[src/rtl/mini_fir_seq_pkg.sv]
// Shared definitions for the time-multiplexed FIR sequencer: default widths,
// the accumulator-width formula and the sequencer state encoding.
package mini_fir_seq_pkg;

    localparam int DW_DEF   = 8;
    localparam int CW_DEF   = 8;
    localparam int TAPS_DEF = 8;

    typedef enum logic [1:0] {
        ST_IDLE = 2'd0,
        ST_RUN  = 2'd1,
        ST_DONE = 2'd2
    } state_t;

    // Enough headroom for TAPS products of full-scale operands, so the sum never wraps.
    function automatic int accw_f(input int dw, input int cw, input int taps);
        return dw + cw + $clog2(taps);
    endfunction

endpackage

[src/rtl/mini_fir_seq_step.sv]
// One multiply-accumulate step: acc_out = acc_in + x*c, purely combinational.
module mini_fir_step #(
    parameter int DW   = 8,
    parameter int CW   = 8,
    parameter int ACCW = 19
) (
    input  logic [ACCW-1:0] acc_in,
    input  logic [DW-1:0]   x,
    input  logic [CW-1:0]   c,
    output logic [ACCW-1:0] acc_out
);

    logic [DW+CW-1:0] prod;

    assign prod    = {{CW{1'b0}}, x} * {{DW{1'b0}}, c};
    assign acc_out = acc_in + {{(ACCW-DW-CW){1'b0}}, prod};

endmodule

[src/rtl/mini_fir_seq.sv]
// FIR sequencer sharing one MAC over TAPS cycles per sample, with a circular
// delay line and writable coefficient bank. MINI_FIR_COEFF_RD_EN adds coefficient readback.
module mini_fir_seq
    import mini_fir_seq_pkg::*;
#(
    parameter int DW   = DW_DEF,
    parameter int CW   = CW_DEF,
    parameter int TAPS = TAPS_DEF,
    parameter int AW   = $clog2(TAPS),
    parameter int ACCW = accw_f(DW, CW, TAPS)
) (
    input  logic            clk,
    input  logic            rst,
    input  logic            i_valid,
    output logic            i_ready,
    input  logic [DW-1:0]   i_data,
    input  logic            i_cwe,
    input  logic [AW-1:0]   i_caddr,
    input  logic [CW-1:0]   i_cdata,
    output logic            o_cerr,
    output logic            o_valid,
    input  logic            o_ready,
    output logic [ACCW-1:0] o_data
`ifdef MINI_FIR_COEFF_RD_EN
    ,
    input  logic [AW-1:0]   i_craddr,
    output logic [CW-1:0]   o_crdata
`endif
);

    localparam logic [AW:0]   TAPS_W = (AW+1)'(TAPS);
    localparam logic [AW-1:0] LAST   = AW'(TAPS-1);

    state_t          state;
    logic [AW-1:0]   wr_ptr;
    logic [AW-1:0]   rd_ptr;
    logic [AW-1:0]   k;
    logic [ACCW-1:0] acc;
    logic [ACCW-1:0] acc_nxt;
    logic [DW-1:0]   xline [TAPS];
    logic [CW-1:0]   coef  [TAPS];
    logic            cw_ok;

    assign i_ready = (state == ST_IDLE);
    assign o_valid = (state == ST_DONE);

    // Writes are only safe while no sample is in flight and the index is in the bank.
    assign cw_ok = (state == ST_IDLE) && ({1'b0, i_caddr} < TAPS_W);

    mini_fir_step #(
        .DW   (DW),
        .CW   (CW),
        .ACCW (ACCW)
    ) u_step (
        .acc_in  (acc),
        .x       (xline[rd_ptr]),
        .c       (coef[k]),
        .acc_out (acc_nxt)
    );

    always_ff @(posedge clk) begin
        if (rst) begin
            state  <= ST_IDLE;
            wr_ptr <= '0;
            rd_ptr <= '0;
            k      <= '0;
            acc    <= '0;
            o_data <= '0;
            o_cerr <= 1'b0;
            for (int i = 0; i < TAPS; i++) begin
                xline[i] <= '0;
                coef[i]  <= '0;
            end
        end else begin
            o_cerr <= i_cwe && !cw_ok;
            if (i_cwe && cw_ok)
                coef[i_caddr] <= i_cdata;

            case (state)
                ST_IDLE: begin
                    if (i_valid) begin
                        xline[wr_ptr] <= i_data;
                        acc           <= '0;
                        rd_ptr        <= wr_ptr;
                        k             <= '0;
                        wr_ptr        <= (wr_ptr == LAST) ? '0 : wr_ptr + 1'b1;
                        state         <= ST_RUN;
                    end
                end
                ST_RUN: begin
                    // Walk newest to oldest sample while the tap index climbs.
                    acc    <= acc_nxt;
                    rd_ptr <= (rd_ptr == '0) ? LAST : rd_ptr - 1'b1;
                    k      <= k + 1'b1;
                    if (k == LAST) begin
                        o_data <= acc_nxt;
                        state  <= ST_DONE;
                    end
                end
                ST_DONE: begin
                    if (o_ready)
                        state <= ST_IDLE;
                end
                default: state <= ST_IDLE;
            endcase
        end
    end

`ifdef MINI_FIR_COEFF_RD_EN
    always_ff @(posedge clk) begin
        if (rst)
            o_crdata <= '0;
        else
            o_crdata <= ({1'b0, i_craddr} < TAPS_W) ? coef[i_craddr] : '0;
    end
`endif

endmodule

[config.mk]
export PLATFORM = sky130hd
export DESIGN_NAME = mini_fir_seq
export DESIGN_NICKNAME = d
export VERILOG_FILES = /design/src/rtl/mini_fir_seq_pkg.sv /design/src/rtl/mini_fir_seq_step.sv /design/src/rtl/mini_fir_seq.sv
export SDC_FILE = /design/constraint.sdc
export NUM_CORES = 1
export LEC_CHECK = 0
export CORE_MARGIN = 10
export CORE_UTILIZATION = 57
export CTS_CLUSTER_DIAMETER = 150
export DETAILED_ROUTE_END_ITERATION = 16
export GPL_ROUTABILITY_DRIVEN = 0
export MAX_ROUTING_LAYER = met4
export PLACE_DENSITY = 0.86
export SETUP_SLACK_MARGIN = 0.4
export SLEW_MARGIN = 20
export SYNTH_ARGS = -nofsm -noshare
export SYNTH_HDL_FRONTEND = slang
export SYNTH_SLANG_ARGS = --single-unit
[constraint.sdc]
create_clock -name clk -period 8.2 [get_ports clk]
set_clock_uncertainty 0.05 [all_clocks]
set_input_delay 1.23 -clock clk [delete_from_list [all_inputs] [get_ports clk]]
set_output_delay 1.23 -clock clk [all_outputs]
set_load 0.01 [all_outputs]
* After elaboration in Yosys (flattened, before gate mapping)
Memory sizes are Yosys's and may differ from the RTL's. A register that Yosys moved wholly into a read port is not among the register bits.
Cells that the tools add are included.
** Cells by class
- Mux-type cells :: 31
- $mul :: 1
- Reduce and logical (&&, ||, !) cells :: 12
- $add $sub $neg :: 4
- Equality and inequality tests :: 7
** Operators with widths (number)
- 19-bit case mux with 2 select lines :: 1
- 3-bit 2-to-1 mux :: 10
- 19-bit by 16-bit adder with 19-bit output :: 1
- 19-bit 2-to-1 mux :: 1
- 8-bit by 8-bit multiplier with 16-bit output :: 1
- 8-bit 2-to-1 mux :: 2
- 8-bit OR reduction :: 2
- 3-bit case mux with 2 select lines :: 2
- 1-bit 2-to-1 mux :: 11
- 3-bit by 1-bit adder with 3-bit output, second input constant :: 2
- 3-bit == test, second input constant :: 2
- 2-bit 2-to-1 mux :: 3
- 2-bit case mux with 3 select lines :: 1
- 2-bit AND reduction :: 3
- 2-bit inequality test, second input constant :: 2
- 3-bit zero test :: 1
- 3-bit AND reduction :: 1
- 3-bit by 1-bit subtractor with 3-bit output, second input constant :: 1
- 2-bit by 1-bit == test with 1-bit output, second input constant :: 1
- 2-bit == test, second input constant :: 1
- 1-bit logical AND :: 2
- 2-bit zero test :: 1
- 2-bit by 1-bit inequality test with 1-bit output, second input constant :: 1
- 2-bit nonzero test :: 1
- 1-bit zero test :: 1
** Word-level totals
- Input port bits :: 24
- Logic and storage cells :: 64
- Bits in writable memories :: 128
- Output and inout bits :: 22
- Flip-flop bits (word level) :: 50
- Memories kept :: 2
** Memory list
- coef :: words 8, bits a word 8, read ports 1, clocked after Yosys merged registers in 1, write ports 8, RTL line mini_fir_seq.sv:41 : logic [CW-1:0] coef [TAPS];
- xline :: words 8, bits a word 8, read ports 1, clocked after Yosys merged registers in 1, write ports 8, RTL line mini_fir_seq.sv:40 : logic [DW-1:0] xline [TAPS];

* Longest topological paths before layout
Gate-level depths: netlist of run 1.
- Depth after elaboration :: 7
- Depth in mapped cells :: 20
- Mapped depth without buffers :: 18

* Cells and area by module
A second synthesis of run 1 with hierarchy kept.
** Second synthesis, totals
- Cells, all modules :: 900
- Area, all modules :: 10696.5 um^2
** Modules (own cells, without submodules)
- mini_fir_seq :: area an instance 8030.2 um^2, seq. area each 4964.8 um^2, times used 1, cells an instance 576
- mini_fir_step :: area an instance 2666.3 um^2, seq. area each 0.0 um^2, times used 1, cells an instance 324

* Worst setup path after synthesis of run 1
Ideal clock, no wire load.
- Kind :: register to register
- Start :: reg (tool-made name)
- End :: reg acc[15]
- Arrival :: 5.170 ns
- Setup slack :: 2.849 ns
- Data required time :: 8.019 ns
- Stages on the path, launching flop included :: 20
- Path buffers :: 2
- Library setup time :: 0.131 ns
- Period minus slack after synthesis :: 5.351 ns
- Cells stage by stage :: dfxtp_1 buf_6 buf_6 mux4_2 mux2i_4 nor2_1 fa_1 inv_1 fa_1 inv_1 fa_1 inv_1 fa_1 inv_1 ha_1 a21o_1 a221o_2 o211ai_2 mux2i_1 o211ai_1
** RTL lines
- end signal, assigned :: RTL line mini_fir_seq.sv:92 : acc <= acc_nxt;
- end, declared :: RTL line mini_fir_seq.sv:38 : logic [ACCW-1:0] acc;

==> metrics.md, run 1 <==
| Metric | Value |
|---|---|
| DPL Wire Length | `18600 µm` |
| Number of instances in the synthesized netlist | `932` |
| Cts-stage hold buffer count | `0` |
| Synthesized netlist net count | `1053` |
| Width of the die | `158 µm` |
| Final Hold Violating Endpoints | `0` |
| Worst-Margin Slew | `0.994 ns` |
| Result of the run | `completed` |
| Smallest setup slack after layout | `2.06 ns` |
| Initial cell density of the core | `58.1%` |
| Number of buffer and inverter stages on the critical path | `2` |
| Via total after detailed routing | `7324` |
| Number of design-rule violations left by the first detailed-router iteration | `842` |
| Crit path max-delay cell type | `sky130_fd_sc_hd__dfxtp_1` |
| Met3 Track Usage GR | `3.86%` |
| End of the worst hold path | `o_data[9]$_SDFFE_PP0P_` |
| R2R Path End | `acc[18]$_SDFFE_PP0P_` |
| Static leakage | `4.82 nW` |
| GRT met2 Usage | `34.9%` |
| Drt wl/cell | `20.3 µm` |
| Main area contributors after synthesis | `sky130_fd_sc_hd__edfxtp_1 (35%), sky130_fd_sc_hd__dfxtp_1 (10%), sky130_fd_sc_hd__fa_1 (9.2%)` |
| Pre-CTS WS | `1.96 ns` |
| H-tree depth reported by CTS | `4` |
| Final worst path period share | `74.9%` |
| Final total negative setup slack | `0 ns` |
| Pin count of the biggest net entering global routing | `42` |
| Clock Tree Buf Depth | `2` |
| Crit-path max FO | `16` |
| Biggest area consumer among synthesized cells | `sky130_fd_sc_hd__edfxtp_1` |
| EDFF count, synth | `128` |
| Synth Area per Inst | `11.7 µm²` |
| ANT cells | `0` |
| Count of buffers added by post-CTS timing repair for setup | `0` |
| Total congestion overflow after global routing | `0` |
| Total detailed-routing wirelength | `24800 µm` |
| Setup-violating endpoint count in the final report | `0` |
| Type of the most critical hold path | `reg2reg` |
| Mean number of vias per cell | `6.00` |
| Synthesis-stage register bit count | `184` |
| Area added between synthesis and finish | `11.4%` |
| Number of top-level pins | `46` |
| TritonCTS clock tree | `done` |
| CTS sink cnt | `184` |
| Final hold slack | `0.406 ns` |
| Async SR Flop Fraction | `0%` |
| Setup repair after global routing missed its margin | `false` |
| Area share of the leading cell type in the synthesized netlist | `35.3%` |
| Most instantiated flip-flop cell in the synthesis netlist | `sky130_fd_sc_hd__edfxtp_1` |
| Yosys Warn Count | `0` |
| Cts repair resizes | `0` |
| Die outline area | `25000 µm²` |
| Port-buffer cells | `45` |
| Internal reg-to-reg setup slack | `2.06 ns` |
| Clock buffers created by TritonCTS | `17` |
| Depth of the most critical reg-to-reg path | `15` |
| Total Routing Usage GR | `21.6%` |
| Type of the worst setup path | `reg2reg` |
| Ranking of synthesized cells by instance count | `sky130_fd_sc_hd__and2_1 (130), sky130_fd_sc_hd__edfxtp_1 (128), sky130_fd_sc_hd__inv_1 (105)` |
| Worst relative slew slack | `33.0%` |
| Clock transition time at the flip-flop clock pins of the worst setup and hold paths | `0.07 ns` |
| Number of unique standard cell types used by synthesis | `61` |
| Most common cell in the netlist | `sky130_fd_sc_hd__and2_1` |
| Max cap viols | `0` |
| Routed Antenna Nets | `0` |
| DRC viols | `0` |
| VDD IR max | `178 µV` |
| Fmax | `163 MHz` |
| Antenna violations before repair | `0` |
| Number of search-and-repair iterations in the first detailed-routing pass | `5` |
| Die height | `158 µm` |
| Total power per unit cell area | `254 nW/µm²` |
| Met1 track utilization from global routing | `27.1%` |
| Insertion delay of the later-clocked pin in the worst-skew pair | `0.44 ns` |
| Rows | `50` |
| Final Net Count | `1094` |
| Via count of the first global-routing pass | `7439` |
| Kind of cell with the highest combined delay on the critical path | `adder cells` |
| Worst endpoint data arrival time | `6.43 ns` |
| Sequential share of the synthesized area | `45.6%` |
| Final worst path period need | `6.14 ns` |
| Source of the worst hold timing path | `o_data[9]$_SDFFE_PP0P_` |
| Fraction of layout cells with a size suffix above 1 | `11.1%` |
| Cell repeated most along the worst path | `sky130_fd_sc_hd__fa_1` |
| Netlist area before placement | `10900 µm²` |
| Design Power | `0.00309 W` |
| Startpoint types | `flop` |
| Wire length of the first global-routing pass | `40200 µm` |
| Longest individual stage delay on the worst path | `0.98 ns` |
| Number of pins with negative max-slew slack in the final report | `0` |
| Number of instances on the worst hold path | `2` |
| Area of the core | `18800 µm²` |
| Library cell used as clock root buffer | `sky130_fd_sc_hd__clkbuf_16` |
| Worst setup EP type | `flop` |
| Req. time, crit path | `8.48 ns` |
| List of cells traversed by the critical path | `mux4_2 -> mux2i_4 -> nor2_1 -> fa_1 -> fa_1 -> inv_1 -> fa_1 -> fa_1 -> inv_1 -> ha_1 -> a21oi_1 -> o21ai_1 -> a21oi_1 -> a21oi_1 -> mux2_2` |
| Global routing's busiest layer | `met2` |
[power by group]
part	switching (W)	total (W)	internal (W)
Combinational	0.000743	0.00116	0.000416
Sequential	0.0000455	0.00109	0.00105
Clock	0.000396	0.000834	0.000439
[layer usage]
layer / wire length (µm) / vias to the layer above
met4: 581 / 0
met1: 10100 / 3655
met3: 1780 / 54
met5: 0 / -
li1: - / 3291
met2: 12300 / 324
[logic make-up after synthesis]
group / share of synthesized area, %
mux: 10.2
xor+xnor: 0.804
simple gates: 17.0
compound gates: 6.76
fa+ha+maj: 14.6
flops: 45.6
buf+inv: 5.12
[worst reg2reg max path: cells and delay by family, from the launching register on]
kind            cells  cell delay [ns]
compound gates      4             1.03
simple gates        1             0.13
fa+ha+maj           5             2.47
mux                 3             1.29
buf+inv             2             0.10
flops               1             0.98
[registers in the layout, summed over array words and instances, names as in the netlist, named ones only]
signal / flops
acc: 19
coef: 64
k: 3
o_cerr: 1
o_data: 19
rd_ptr: 3
state: 2
wr_ptr: 3
xline: 64
[layout make-up]
cell class	count	area (µm²)
tap	234	293
clock buffer	18	429
timing repair buffer	51	495
sequential	184	4970
inverter	107	402
fill	1331	6630
multi-input combinational	612	5380
clock inverter	14	175
[placed cells by master (no fill, tap or decap), types with 23 or more instances in the layout]
cell	n
sky130_fd_sc_hd__dfxtp_1	55
sky130_fd_sc_hd__fa_1	50
sky130_fd_sc_hd__nand2b_1	23
sky130_fd_sc_hd__nand2_1	56
sky130_fd_sc_hd__clkdlybuf4s50_1	45
sky130_fd_sc_hd__and2_1	130
sky130_fd_sc_hd__ha_1	47
sky130_fd_sc_hd__edfxtp_1	128
sky130_fd_sc_hd__nor2_1	62
sky130_fd_sc_hd__inv_1	105
sky130_fd_sc_hd__mux4_2	32
sky130_fd_sc_hd__a21oi_1	34
[worst max path at each step]
stage               from              endpoint  cells past startpoint
finish              flop  acc[18]$_SDFFE_PP0P_                     15
global route        flop  acc[15]$_SDFFE_PP0P_                     17
CTS                 flop  acc[15]$_SDFFE_PP0P_                     16
detailed placement  flop  acc[15]$_SDFFE_PP0P_                     16
global placement    flop  acc[15]$_SDFFE_PP0P_                     17
floorplan           flop  acc[15]$_SDFFE_PP0P_                     19
[per-stage QoR]
| step | utilization (%) | area (µm²) | cells |
|---|---|---|---|
| after floorplan | - | 10900 | 932 |
| after global placement | 61.4 | 11500 | 1188 |
| after detailed placement | 61.4 | 11500 | 1188 |
| after CTS | 64.7 | 12100 | 1220 |
| after global routing | 64.7 | 12100 | 1220 |
| final | 64.7 | 12100 | 1220 |
Power figures use the tool's default switching activity.
==> run 2, diff against run 1 <==
==> constraint.sdc (replaced) <==
create_clock -name clk -period 5.9 [get_ports clk]
set_clock_uncertainty 0.05 [all_clocks]
set_input_delay 0.885 -clock clk [delete_from_list [all_inputs] [get_ports clk]]
set_output_delay 0.885 -clock clk [all_outputs]
set_load 0.01 [all_outputs]
==> metrics.md, run 2 (same netlist as run 1, synthesis figures left out) <==
| Metric | Value |
|---|---|
| Result of the run | `completed` |
| Clock transition time at the flip-flop clock pins of the worst setup and hold paths | `0.07 ns (about the same)` |
| Req. time, crit path | `6.17 ns (-2.31 ns)` |
| Worst-Margin Slew | `1.24 ns (+0.247 ns)` |
| R2R Path End | `acc[15]$_SDFFE_PP0P_` |
| TritonCTS clock tree | `done` |
| Total detailed-routing wirelength | `26700 µm (+7.5%)` |
| Type of the worst setup path | `reg2reg` |
| Fmax | `184 MHz (+13%)` |
| Drt wl/cell | `21.3 µm (+4.5%)` |
| Number of design-rule violations left by the first detailed-router iteration | `922 (+9.5%)` |
| Crit path max-delay cell type | `sky130_fd_sc_hd__mux4_2` |
| VDD IR max | `291 µV (+64%)` |
| Total Routing Usage GR | `21.1% (-0.51 points)` |
| Library cell used as clock root buffer | `sky130_fd_sc_hd__clkbuf_16` |
| Worst endpoint data arrival time | `5.70 ns (-0.73 ns)` |
| Multi-input gate area | `5440 µm² (+1.1%)` |
| Final total negative setup slack | `0 ns (unchanged)` |
| ANT cells | `0 (unchanged)` |
| Die height | `158 µm (unchanged)` |
| Clock Tree Buf Depth | `2 (unchanged)` |
| Area taken by flip-flops and latches | `4970 µm² (+0.13%)` |
| Cts-stage hold buffer count | `0 (unchanged)` |
| Setup repair after global routing missed its margin | `true` |
| Initial cell density of the core | `58.1% (unchanged)` |
| Setup-violating endpoint count in the final report | `0 (unchanged)` |
| List of cells traversed by the critical path | `clkbuf_16 -> mux4_2 -> mux2i_4 -> or2_4 -> fa_1 -> fa_1 -> inv_1 -> fa_1 -> inv_1 -> fa_1 -> inv_1 -> ha_4 -> a21o_1 -> a221o_2 -> o211ai_2 -> mux2i_1 -> o211ai_1` |
| Rows | `50 (unchanged)` |
| Total congestion overflow after global routing | `0 (unchanged)` |
| Number of pins with negative max-slew slack in the final report | `0 (unchanged)` |
| Final Net Count | `1129 (+3.2%)` |
| Internal reg-to-reg setup slack | `0.47 ns (-1.59 ns)` |
| Largest registers | `coef: 64 flops, xline: 64 flops` |
| Mean number of vias per cell | `6.08 (+1.2%)` |
| Number of top-level pins | `46 (unchanged)` |
| Clock buffers created by TritonCTS | `17 (unchanged)` |
| Fraction of layout cells with a size suffix above 1 | `15.0% (+3.9 points)` |
| Most common library cell in the layout ignoring fill and taps | `sky130_fd_sc_hd__and2_1` |
| Static leakage | `5.01 nW (+4.0%)` |
| Die outline area | `25000 µm² (unchanged)` |
| Width of the die | `158 µm (unchanged)` |
| Total power per unit cell area | `358 nW/µm² (+41%)` |
| Depth of the most critical reg-to-reg path | `17 (+2)` |
| Routed Antenna Nets | `0 (unchanged)` |
| Crit-path max FO | `8 (-8)` |
| Number of search-and-repair iterations in the first detailed-routing pass | `5 (unchanged)` |
| Pin count of the biggest net entering global routing | `35 (-17%)` |
| DPL Wire Length | `17600 µm (-5.3%)` |
| Longest individual stage delay on the worst path | `0.55 ns (-0.43 ns)` |
| DRC viols | `0 (unchanged)` |
| Area added between synthesis and finish | `14.9%` |
| Highest-count cells in the layout ignoring fill and taps | `sky130_fd_sc_hd__and2_1 (130), sky130_fd_sc_hd__edfxtp_1 (128), sky130_fd_sc_hd__inv_1 (105), sky130_fd_sc_hd__nor2_1 (63), sky130_fd_sc_hd__nand2_1 (56)` |
| Port-buffer cells | `45 (unchanged)` |
| Worst setup EP type | `flop` |
| Final Hold Violating Endpoints | `0 (unchanged)` |
| End point of the critical path | `acc[15]$_SDFFE_PP0P_` |
| Final worst path period share | `92.1% (+17 points)` |
| Cell repeated most along the worst path | `sky130_fd_sc_hd__fa_1` |
| Insertion delay of the later-clocked pin in the worst-skew pair | `0.45 ns (about the same)` |
| Final Instance Area | `12500 µm² (+3.2%)` |
| Placed inst area | `11600 µm² (+0.98%)` |
| Via total after detailed routing | `7628 (+4.2%)` |
| CTS sink cnt | `184 (unchanged)` |
| Wire length of the first global-routing pass | `39500 µm (-1.7%)` |
| Utilization after layout | `66.7% (+2.0 points)` |
| Worst relative slew slack | `16.9% (-16 points)` |
| H-tree depth reported by CTS | `4 (unchanged)` |
| Via count of the first global-routing pass | `7453 (+0.19%)` |
| Antenna violations before repair | `0 (unchanged)` |
| Startpoint types | `flop` |
| Filler Cell Count | `1256 (-5.6%)` |
| Final worst path period need | `5.43 ns (-0.710 ns)` |
| Max cap viols | `0 (unchanged)` |
| Area of the core | `18800 µm² (unchanged)` |
| Type of the most critical hold path | `reg2reg` |
[run 2: area by class of cell]
cell class                      count  share of cell area [%]
Clock buffer                       17                    3.40
Clock inverter                     15                    1.27
Inverter                          107                    3.21
Multi-Input combinational cell    612                    43.4
Sequential cell                   184                    39.7
Tap cell                          234                    2.34
Timing Repair Buffer               86                    6.65
[run 2: metrics by stage]
stage          instances  total power [W]  hold slack, ns  worst slack (ns)
2_1_floorplan        932          0.00272           0.375             0.549
3_3_place_gp        1200          0.00307           0.393             0.461
3_5_place_dp        1200          0.00311           0.398             0.334
4_1_cts             1244          0.00427           0.408             0.405
5_1_grt             1255          0.00472           0.429             0.300
6_report            1255          0.00448           0.404             0.467
[run 2: worst min-delay path by stage]
stage / depth (start not counted) / end / start
after floorplan: 2 / acc[13]$_SDFFE_PP0P_ / acc[13]$_SDFFE_PP0P_
after global placement: 2 / o_data[0]$_SDFFE_PP0P_ / o_data[0]$_SDFFE_PP0P_
after detailed placement: 2 / o_data[1]$_SDFFE_PP0P_ / o_data[1]$_SDFFE_PP0P_
after CTS: 2 / o_data[1]$_SDFFE_PP0P_ / o_data[1]$_SDFFE_PP0P_
after global routing: 2 / o_data[1]$_SDFFE_PP0P_ / o_data[1]$_SDFFE_PP0P_
final: 2 / o_data[1]$_SDFFE_PP0P_ / o_data[1]$_SDFFE_PP0P_
[run 2: what timing repair did]
item                                    4_1_cts  5_1_grt
cloned                                        0        2
resized for setup                             0       20
pin swaps                                     0        3
buffers inserted                             12        9
endpoints found under the setup margin        2       20
[run 2: critical path: cells and delay by family, from the launching register on]
kind | cells | cell delay [ns]
AOI/OAI and AO/OA | 4 | 0.97
adders and majority gates | 5 | 2.29
buffers and inverters | 4 | 0.33
DFF | 1 | 0.38
muxes | 3 | 1.05
and+or+nand+nor | 1 | 0.20
[run 2: where the power goes]
| group | leakage, nW | total [W] | switching, W | internal [W] |
|---|---|---|---|---|
| sequential | 1.77 | 0.00150 | 0.0000464 | 0.00146 |
| clock | 0.288 | 0.00115 | 0.000547 | 0.000600 |
| combinational | 2.95 | 0.00183 | 0.00114 | 0.000691 |
| total | 5.01 | 0.00448 | 0.00173 | 0.00275 |
[run 2: per-layer routing]
metal / up-vias / track usage (%) / part of all wire, %
met5: - / - / 0
met4: 0 / 7.41 / 3.0
met3: 99 / 3.89 / 8.0
met2: 403 / 34.2 / 51
met1: 3750 / 26.1 / 38
li1: 3376 / - / -
==> run 3, diff against run 2 <==
--- a/config.mk
+++ b/config.mk
@@ -6,12 +6,13 @@
 export NUM_CORES = 1
 export LEC_CHECK = 0
 export CORE_MARGIN = 10
-export CORE_UTILIZATION = 57
+export CORE_UTILIZATION = 56
 export CTS_CLUSTER_DIAMETER = 150
 export DETAILED_ROUTE_END_ITERATION = 16
 export GPL_ROUTABILITY_DRIVEN = 0
+export HOLD_SLACK_MARGIN = 0.1
 export MAX_ROUTING_LAYER = met4
-export PLACE_DENSITY = 0.86
+export PLACE_DENSITY = 0.87
 export SETUP_SLACK_MARGIN = 0.4
 export SLEW_MARGIN = 20
 export SYNTH_ARGS = -nofsm -noshare
==> constraint.sdc (replaced) <==
create_clock -name clk -period 4.8 [get_ports clk]
set_clock_uncertainty 0.05 [all_clocks]
set_input_delay 0.72 -clock clk [delete_from_list [all_inputs] [get_ports clk]]
set_output_delay 0.72 -clock clk [all_outputs]
set_load 0.01 [all_outputs]
==> metrics.md, run 3 (same netlist as run 1, synthesis figures left out) <==
| Metric | Value |
|---|---|
| Via total after detailed routing | `8168 (+7.1%)` |
| Total power per unit cell area | `505 nW/µm² (+41%)` |
| Final Net Count | `1189 (+5.3%)` |
| Static leakage | `5.45 nW (+8.7%)` |
| Setup-violating endpoint count in the final report | `24 (+24)` |
| List of cells traversed by the critical path | `buf_12 -> mux4_2 -> mux2i_4 -> buf_4 -> nor2_2 -> fa_1 -> fa_2 -> fa_1 -> inv_1 -> fa_1 -> inv_1 -> ha_4 -> a21oi_4 -> buf_4 -> o211ai_4 -> buf_4 -> and3_1 -> a32oi_1 -> nand2_1` |
| Type of the worst setup path | `reg2reg` |
| CTS sink cnt | `184 (unchanged)` |
| Final worst path period need | `5.46 ns (+0.0278 ns)` |
| Longest individual stage delay on the worst path | `0.56 ns (about the same)` |
| Final Hold Violating Endpoints | `0 (unchanged)` |
| Number of design-rule violations left by the first detailed-router iteration | `870 (-5.6%)` |
| TritonCTS clock tree | `done` |
| Port-buffer cells | `45 (unchanged)` |
| Number of search-and-repair iterations in the first detailed-routing pass | `5 (unchanged)` |
| Final total negative setup slack | `-11.25 ns (-11.25 ns)` |
| Antenna violations before repair | `0 (unchanged)` |
| Pin count of the biggest net entering global routing | `36 (+2.9%)` |
| Smallest setup slack after layout | `-0.661 ns (-1.13 ns)` |
| Crit path max-delay cell type | `sky130_fd_sc_hd__mux4_2` |
| Crit-path max FO | `7 (-1)` |
| VDD IR max | `399 µV (+37%)` |
| Mean number of vias per cell | `6.09 (+0.21%)` |
| Die outline area | `25400 µm² (+1.6%)` |
| Largest registers | `coef: 64 flops, xline: 64 flops` |
| DPL Wire Length | `18800 µm (+6.5%)` |
| Routed Antenna Nets | `0 (unchanged)` |
| Area taken by flip-flops and latches | `4970 µm² (about the same)` |
| Initial cell density of the core | `57.5% (-0.57 points)` |
| Highest-count cells in the layout ignoring fill and taps | `sky130_fd_sc_hd__and2_1 (130), sky130_fd_sc_hd__edfxtp_1 (128), sky130_fd_sc_hd__inv_1 (94), sky130_fd_sc_hd__buf_4 (77), sky130_fd_sc_hd__dfxtp_1 (54)` |
| Rows | `50 (unchanged)` |
| Area of the core | `19000 µm² (+1.0%)` |
| H-tree depth reported by CTS | `4 (unchanged)` |
| Utilization after layout | `71.5% (+4.7 points)` |
| Number of pins with negative max-slew slack in the final report | `0 (unchanged)` |
| Cts-stage hold buffer count | `0 (unchanged)` |
| Power dissipated by switching net loads | `0.00270 W (+56%)` |
| Type of the most critical hold path | `reg2reg` |
| Clock power frac | `21.8% (-3.8 points)` |
| Max cap viols | `0 (unchanged)` |
| Number of buffer and inverter stages on the critical path | `6 (+2)` |
| Die height | `160 µm (+0.78%)` |
| Startpoint types | `flop` |
| Area added between synthesis and finish | `24.3%` |
| Total detailed-routing wirelength | `30000 µm (+13%)` |
| Sequential fraction of design power | `27.0% (-6.5 points)` |
| Setup repair after global routing missed its margin | `true` |
| Internal Dissipation | `0.00413 W (+50%)` |
| Worst relative slew slack | `40.0% (+23 points)` |
| Net switching share of the total power | `39.6% (+0.85 points)` |
| Clock transition time at the flip-flop clock pins of the worst setup and hold paths | `0.07 ns (about the same)` |
| Fmax | `183 MHz (-0.51%)` |
| Violated checks | `negative setup slack` |
| Result of the run | `finished, violations left` |
| Most common library cell in the layout ignoring fill and taps | `sky130_fd_sc_hd__and2_1` |
| Worst setup EP type | `flop` |
| Filler Cell Count | `1091 (-13%)` |
| Total Routing Usage GR | `23.3% (+2.2 points)` |
| Worst-Margin Slew | `0.898 ns (-0.344 ns)` |
| Drt wl/cell | `22.4 µm (+5.3%)` |
| Clock Tree Buf Depth | `2 (unchanged)` |
| Total congestion overflow after global routing | `0 (unchanged)` |
| Worst endpoint data arrival time | `5.74 ns (+0.04 ns)` |
| Fraction of layout cells with a size suffix above 1 | `25.6% (+11 points)` |
| Share of power burned in combinational logic | `51.2% (+10 points)` |
| ANT cells | `0 (unchanged)` |
| Library cell used as clock root buffer | `sky130_fd_sc_hd__clkbuf_16` |
| Final worst path period share | `114% (+22 points)` |
| Number of top-level pins | `46 (unchanged)` |
| Width of the die | `160 µm (+0.78%)` |
| Kind of cell with the highest combined delay on the critical path | `adder cells` |
| Req. time, crit path | `5.08 ns (-1.09 ns)` |
| DRC viols | `0 (unchanged)` |
| Via count of the first global-routing pass | `8363 (+12%)` |
| Clock buffers created by TritonCTS | `17 (unchanged)` |
| Multi-input gate area | `5800 µm² (+6.7%)` |
| Wire length of the first global-routing pass | `45600 µm (+15%)` |
| Insertion delay of the later-clocked pin in the worst-skew pair | `0.44 ns (about the same)` |
run 3: cell type report:
type / instances / area share (%)
Inverter: 107 / 2.97
Clock inverter: 15 / 1.48
Multi-Input combinational cell: 612 / 42.8
Sequential cell: 184 / 36.7
Clock buffer: 17 / 3.14
Timing Repair Buffer: 146 / 10.5
Tap cell: 260 / 2.40
run 3: per-layer routing:
layer	up-vias	part of all wire, %	track usage [%]
met5	-	0	-
met4	0	4.9	12.2
met1	4051	36	26.2
met3	125	7.8	3.87
met2	501	51	39.0
li1	3491	-	-
run 3: metrics by stage:
| step | power, W | cells | setup WS [ns] | instance area (µm²) | hold WS, ns |
|---|---|---|---|---|---|
| floorplan | 0.00361 | 932 | -0.255 | 11100 | 0.375 |
| global placement | 0.00433 | 1287 | -0.340 | 12300 | 0.386 |
| global route | 0.00709 | 1341 | -0.713 | 13500 | 0.427 |
| finish | 0.00683 | 1341 | -0.661 | 13500 | 0.409 |
| detailed placement | 0.00444 | 1287 | -0.505 | 12300 | 0.396 |
| CTS | 0.00633 | 1330 | -0.434 | 13300 | 0.411 |
run 3: timing repair:
item                       CTS  global route
pin swaps                   13            16
setup buffers               10            11
gates cloned                 1             0
setup endpoints to repair   28            29
resized for setup           42            32
run 3: worst paths after layout:
kind                     startpoint                       to  slack, ns  depth (start not counted)
max                            flop  o_data[18]$_SDFFE_PP0P_      -0.66                         19
min          o_data[7]$_SDFFE_PP0P_   o_data[7]$_SDFFE_PP0P_       0.41                          2
max reg2reg                    flop  o_data[18]$_SDFFE_PP0P_      -0.66                         19
min reg2reg  o_data[7]$_SDFFE_PP0P_   o_data[7]$_SDFFE_PP0P_       0.41                          2
run 3: power by group through the flow:
stage	logic [W]	clock network, W	registers [W]
2_1_floorplan	0.00176	0	0.00185
3_3_place_gp	0.00246	0	0.00186
3_5_place_dp	0.00257	0	0.00187
4_1_cts	0.00300	0.00149	0.00184
5_1_grt	0.00368	0.00156	0.00185
6_report	0.00350	0.00149	0.00184
run 3: worst reg2reg max path: cells and delay by family (launching register included):
| kind | cells | cell delay [ns] |
|---|---|---|
| adder cells (fa/ha/maj) | 5 | 2.42 |
| multiplexers | 2 | 0.84 |
| buffers and inverters | 6 | 0.83 |
| AO/OA/AOI/OAI | 3 | 0.52 |
| flip-flops | 1 | 0.40 |
| AND/OR/NAND/NOR | 3 | 0.30 |
